`config.mk`:
```
export PLATFORM = sky130hd
export DESIGN_NAME = alu_seq
export DESIGN_NICKNAME = d
export VERILOG_FILES = /design/src/rtl/alu_seq.sv
export SDC_FILE = /design/constraint.sdc
export NUM_CORES = 1
export LEC_CHECK = 0
export CAP_MARGIN = 30
export CORE_MARGIN = 3
export CORE_UTILIZATION = 42
export CTS_BUF_LIST = sky130_fd_sc_hd__clkbuf_16
export CTS_CLUSTER_SIZE = 40
export DETAILED_ROUTE_END_ITERATION = 8
export GPL_ROUTABILITY_DRIVEN = 1
export PLACE_DENSITY = 0.77
export SLEW_MARGIN = 25
export SYNTH_ARGS = -nofsm -noshare
export SYNTH_HDL_FRONTEND = slang
export SYNTH_SLANG_ARGS = --single-unit
```
`constraint.sdc`:
```
create_clock -name clk -period 1.6 [get_ports clk]
set_clock_uncertainty 0.05 [all_clocks]
set_input_delay 0.24 -clock clk [delete_from_list [all_inputs] [get_ports clk]]
set_output_delay 0.24 -clock clk [all_outputs]
set_load 0.03 [all_outputs]
```
`src/rtl/alu_seq.sv`:
```
// Command-side sequencer for a combinational ALU; optional operand chaining under ALU_SEQ_CHAIN_EN.
// Latency: request accepted at edge k, response valid after edge k+1; one transaction in flight.
// Backpressure: req_ready only in IDLE; response held stable until res_valid&res_ready.
module alu_seq #(
    parameter int len_A = 4,
    parameter int len_B = 5,
    parameter int len_F = 5,
    parameter int CNT_W = 8
) (
    input  logic             clk,
    input  logic             rst,
    input  logic             req_valid,
    output logic             req_ready,
    input  logic [2:0]       req_op,
    input  logic [len_A-1:0] req_a,
    input  logic [len_B-1:0] req_b,
`ifdef ALU_SEQ_CHAIN_EN
    input  logic             req_chain,
`endif
    output logic [len_A-1:0] alu_a,
    output logic [len_B-1:0] alu_b,
    output logic [2:0]       alu_op,
    input  logic [len_F-1:0] alu_f,
    output logic             res_valid,
    input  logic             res_ready,
    output logic [len_F-1:0] res_data,
    output logic             res_err,
    output logic [CNT_W-1:0] done_cnt
);

    typedef enum logic [1:0] {
        IDLE  = 2'd0,
        ISSUE = 2'd1,
        RESP  = 2'd2
    } state_t;

    state_t             state_q, state_d;
    logic [len_A-1:0]   alu_a_q, alu_a_d;
    logic [len_B-1:0]   alu_b_q, alu_b_d;
    logic [2:0]         alu_op_q, alu_op_d;
    logic               err_q, err_d;
    logic               res_valid_q, res_valid_d;
    logic [len_F-1:0]   res_data_q, res_data_d;
    logic               res_err_q, res_err_d;
    logic [CNT_W-1:0]   done_cnt_q, done_cnt_d;
    logic [len_A-1:0]   next_a;

`ifdef ALU_SEQ_CHAIN_EN
    logic [len_F-1:0]   last_f_q, last_f_d;
    logic [len_A-1:0]   chain_a;

    // Previous result is truncated or zero-extended to fit operand A.
    if (len_F >= len_A) begin : g_chain_trunc
        assign chain_a = last_f_q[len_A-1:0];
    end else begin : g_chain_zext
        assign chain_a = {{(len_A-len_F){1'b0}}, last_f_q};
    end

    assign next_a = req_chain ? chain_a : req_a;
`else
    assign next_a = req_a;
`endif

    // State register.
    always_ff @(posedge clk or posedge rst) begin
        if (rst) begin
            state_q <= IDLE;
        end else begin
            state_q <= state_d;
        end
    end

    // Next-state logic.
    always_comb begin
        state_d = state_q;
        case (state_q)
            IDLE:    if (req_valid) state_d = ISSUE;
            ISSUE:   state_d = RESP;
            RESP:    if (res_ready) state_d = IDLE;
            default: state_d = IDLE;
        endcase
    end

    // FSM outputs.
    always_comb begin
        req_ready = (state_q == IDLE);
    end

    // Datapath next values.
    always_comb begin
        alu_a_d     = alu_a_q;
        alu_b_d     = alu_b_q;
        alu_op_d    = alu_op_q;
        err_d       = err_q;
        res_valid_d = res_valid_q;
        res_data_d  = res_data_q;
        res_err_d   = res_err_q;
        done_cnt_d  = done_cnt_q;
`ifdef ALU_SEQ_CHAIN_EN
        last_f_d    = last_f_q;
`endif
        case (state_q)
            IDLE: begin
                if (req_valid) begin
                    alu_a_d  = next_a;
                    alu_b_d  = req_b;
                    alu_op_d = req_op;
                    err_d    = (req_op == 3'd0);
                end
            end
            ISSUE: begin
                res_data_d  = err_q ? '0 : alu_f;
                res_err_d   = err_q;
                res_valid_d = 1'b1;
`ifdef ALU_SEQ_CHAIN_EN
                if (!err_q) last_f_d = alu_f;
`endif
            end
            RESP: begin
                if (res_ready) begin
                    res_valid_d = 1'b0;
                    res_err_d   = 1'b0;
                    done_cnt_d  = done_cnt_q + CNT_W'(1);
                end
            end
            default: ;
        endcase
    end

    always_ff @(posedge clk or posedge rst) begin
        if (rst) begin
            alu_a_q     <= '0;
            alu_b_q     <= '0;
            alu_op_q    <= '0;
            err_q       <= 1'b0;
            res_valid_q <= 1'b0;
            res_data_q  <= '0;
            res_err_q   <= 1'b0;
            done_cnt_q  <= '0;
`ifdef ALU_SEQ_CHAIN_EN
            last_f_q    <= '0;
`endif
        end else begin
            alu_a_q     <= alu_a_d;
            alu_b_q     <= alu_b_d;
            alu_op_q    <= alu_op_d;
            err_q       <= err_d;
            res_valid_q <= res_valid_d;
            res_data_q  <= res_data_d;
            res_err_q   <= res_err_d;
            done_cnt_q  <= done_cnt_d;
`ifdef ALU_SEQ_CHAIN_EN
            last_f_q    <= last_f_d;
`endif
        end
    end

    assign alu_a     = alu_a_q;
    assign alu_b     = alu_b_q;
    assign alu_op    = alu_op_q;
    assign res_valid = res_valid_q;
    assign res_data  = res_data_q;
    assign res_err   = res_err_q;
    assign done_cnt  = done_cnt_q;

endmodule
```
Yosys cells after proc, flatten, opt, wreduce, memory -nomap -nowiden. Cells that the tools add are included.

Memory bits (writable): 0. Memories kept: 0. Bits of input ports: 21. Output and inout port bits: 28. Bits in registers: 30. Logic and storage cells: 28. ROM bits: 0. Latch bits: 0.

Shifts and indexed selects: 0. Bitwise logic cells: 0. Multiplexer cells: 7. Divide/modulo/power cells: 0. $add $sub $neg: 1. $mul: 0. Equal/unequal tests: 4. Reductions and logical operators: 7. Magnitude comparators: 0.

Operators by type and width (count): $add A8 B1 Y8 const B (1); $reduce_and A2 Y1 (4); $pmux W2 S3 (1); $mux W5 (1); $mux W2 (2); $ne A2 B2 Y1 const B (2); $pmux W1 S2 (2); $logic_not A3 Y1 (1); $eq A2 B1 Y1 const B (1); $eq A2 B2 Y1 const B (1); $logic_not A2 Y1 (1); $reduce_bool A2 Y1 (1); $mux W1 (1).

Depth between registers and ports, before layout.
Depth in word-level cells: 3. Mapped depth: 5.

Worst setup path before layout. OpenSTA, ideal clock, no wires.

Path type: register -> register. Start point: reg state_q[1]. End point: reg alu_a_q[0] (netlist: alu_a[0]). Cell stages (with the launch flop): 6. Library setup time: 0.125 ns. Data arrival time: 1.438 ns. Clock period less this slack: 1.613 ns. Setup slack: -0.013 ns. Cell sequence: dfrtp_1 nor2_2 and2_4 buf_6 buf_12 mux2_4.

Longest elaborated chain between the ends: 2.

RTL lines: from (decl) (line 37) `state_t state_q, state_d;`; from (signal assigned) (line 69) `state_q <= state_d;`; $logic_not A2 Y1; via req_ready (line 13) `output logic req_ready,`; $reduce_and A2 Y1 (no line); to (signal assigned) (line 144) `alu_a_q <= alu_a_d;`; to (decl) (line 38) `logic [len_A-1:0] alu_a_q, alu_a_d;`.

The timed path passes the listed nets, and every way through them passes these cells. A chain may end at the register's enable or synchronous reset.

Worst setup path after layout.
Start point: reg state_q[1]. End point: out req_ready.

Longest elaborated chain between the ends: 1.

RTL lines: $logic_not A2 Y1 (line 86) `req_ready = (state_q == IDLE);`; to (decl) (line 13).

Every way passes these cells.

==> impl_metrics.json <==
{
  "outcome": "completed",
  "min_path_type": "input port to async pin",
  "rows": 19,
  "htreeDepth": 2,
  "cts.sinks": 30,
  "die-area_um2": 3690,
  "cpPeakStageDelay_ns": 0.43,
  "vias_per_cell": 4.87,
  "synth_compound_area_share_pct": 2.78,
  "critical_path_class": "register to output port",
  "slew_headroom_pct": 72.2,
  "synth_top_flop_cell": "dfrtp_1",
  "p_leak_nw": 1.05,
  "insertion_delay_ns": 0.27,
  "drc_errors": 0,
  "grt_overflow": 0,
  "synth_fa_ha_area_share_pct": 0.993,
  "hpwlAfterDp_um": 1890,
  "num_vias": 876,
  "port_buffers": 48,
  "ys_warn_count": 0,
  "num_io_pins": 49,
  "synth_area_um2": 1260,
  "grt_pass1_vias": 987,
  "hold_buffers": 0,
  "synth-simple-area-share_pct": 12.1,
  "crit_required_ns": 1.31,
  "diodes": 0,
  "cp.arrival_ns": 1.24,
  "syn-num-nets": 116,
  "gp_congestion": 0.731,
  "syn2layout_area_growth_pct": 52.3,
  "hold_viol_final": 0,
  "netlist_instances": 94,
  "crit_chain": "nor2_4, dlygate4sd2_1",
  "vdd_ir_drop_max_mv": 1.72,
  "layout-drive-gt1-share_pct": 16.8,
  "power_density_nw_per_um2": 2090,
  "cts_tree": "yes",
  "setup-violations-final": 0,
  "drv_cap": 0,
  "met2_usage_pct": 27.9,
  "chipHeight_um": 60.8,
  "muxShareOfSynthArea_pct": 16.0,
  "max_freq_mhz": 655,
  "grt_setup_unrepaired": "false",
  "max-clock-path-buffers": 2,
  "wl_per_cell_um": 14.3,
  "utilization_pct": 68.4,
  "drt_iter0_markers": 24,
  "initial_core_util_pct": 44.9,
  "async_reset_ff_share_pct": 100,
  "critPathLaunchType": "register",
  "ys_types": 23,
  "final_common_cell": "dfrtp_1",
  "synth_edf_count": 0,
  "busiest_layer": "met2",
  "critPathMaxFanout": 5,
  "synth_seq_cells": 30,
  "tightest_slew_ns": 0.416,
  "fin_tns_setup_ns": 0,
  "drt_first_pass_iters": 3,
  "cp-end-kind": "output port",
  "syn_avg_cell_area_um2": 13.4,
  "ant_nets": 0,
  "met3_usage_pct": 8.30,
  "fin_crit_sh_pct": 95.5,
  "cpMaxStageDelayCell": "dfrtp_1",
  "layout_min_cycle_time_ns": 1.53,
  "use_met1_pct": 18.6,
  "finalMaxSlewViolations": 0,
  "numCtsBuffers": 5,
  "nNetsFinal": 170,
  "yosysSeqAreaShare_pct": 59.6,
  "final_cell_mix": "dfrtp_1, clkdlybuf4s50_1, dlygate4sd2_1",
  "synth_xor_area_share_pct": 4.87,
  "synth_top_family_by_area": "multiplexers",
  "wirelength_um": 2580,
  "post_cts_buffers": 0,
  "grt_usage_pct": 16.6,
  "grt_max_degree": 31,
  "antenna_found_initial": 0,
  "grt_pass1_wl_um": 4380,
  "cts.reportedPaths.clkPinSlew_ns": 0.05,
  "die_width_um": 60.8,
  "core-area_um2": 2810,
  "clock-root-buffer": "clkbuf_16"
}
[per-layer routing]
layer,part of all wire [%],wire length (µm)
met1,42,1090
met3,8.8,226
met2,48,1240
met4,1.1,29
met5,0,0
[critical path: cells and delay by family, from the launching register on]
family,cells,cell delay [ns]
buffers and inverters,1,0.40
flip-flops,1,0.43
AND/OR/NAND/NOR,1,0.13
[worst paths after layout]
check | startpoint | depth (start not counted) | endpoint | slack (ns)
min in group clk | done_cnt[7]$_DFFE_PP0P_ | 1 | done_cnt[7]$_DFFE_PP0P_ | 0.41
worst min-delay path | rst | 3 | alu_a[0]$_DFFE_PP0P_ | 0.29
max in group asynchronous | rst | 3 | alu_op[1]$_DFFE_PP0P_ | 0.94
worst max register to register | state_q[1]$_DFFE_PP0P_ | 3 | alu_op[0]$_DFFE_PP0P_ | 0.21
worst min register to register | done_cnt[7]$_DFFE_PP0P_ | 1 | done_cnt[7]$_DFFE_PP0P_ | 0.41
worst max-delay path | state_q[1]$_DFFE_PP0P_ | 2 | req_ready | 0.07
[synth_stat cells (2+ instances only)]
master / n / share of area (%)
nand2_1: 8 / 2.4
nor3_1: 3 / 1.2
xor2_1: 5 / 3.5
mux2_4: 9 / 11
xnor2_1: 2 / 1.4
inv_1: 2 / 0.60
nand2b_1: 6 / 3.0
nor2_1: 3 / 0.89
clkbuf_1: 2 / 0.60
dfrtp_1: 30 / 60
nand4_1: 3 / 1.5
o21ai_0: 6 / 2.4
mux2_2: 5 / 4.5
[power breakdown]
group	internal (mW)	switching (mW)	total, mW
Combinational	0.813	1.02	1.83
Sequential	1.08	0.225	1.31
Clock	0.560	0.314	0.874
[layout make-up]
| type | count | area, µm² |
|---|---|---|
| Clock buffer | 5 | 125 |
| Fill cell | 225 | 886 |
| Timing Repair Buffer | 51 | 517 |
| Sequential cell | 30 | 751 |
| Clock inverter | 3 | 12.5 |
| Multi-Input combinational cell | 58 | 468 |
| Inverter | 2 | 7.51 |
| Tap cell | 31 | 38.8 |
[stage by stage]
stage	cell area, µm²	hold WS (ns)	power (mW)	cells	worst slack, ns
after detailed placement	1770	0.416	3.31	172	0.0640
after CTS	1890	0.303	4.11	180	0.00259
final	1920	0.287	4.02	180	0.0726
after global placement	1770	0.406	3.27	172	0.0967
after floorplan	1260	0.281	2.55	94	0.0932
after global routing	1920	0.338	4.26	180	0.0143
[registers in the layout, indices dropped and copies added (netlist names)]
signal     flops
done_cnt       8
alu_b          5
res_data       5
alu_a          4
alu_op         3
state_q        2
err_q          1
res_err        1
res_valid      1
[logic make-up (layout without fill, tap and decap cells)]
group / after synthesis / after routing
flip-flops: 30 / 30
AND/OR/NAND/NOR: 28 / 28
multiplexers: 15 / 15
AO/OA/AOI/OAI: 7 / 7
XOR/XNOR: 7 / 7
buffers and inverters: 6 / 61
adder cells (fa/ha/maj): 1 / 1
[timing repair]
item                       4_1_cts  5_1_grt
gates resized for setup         15       13
setup endpoints to repair       15       13
gates cloned                     0        0
pin swaps                        0        0
Power figures use the tool's default switching activity.
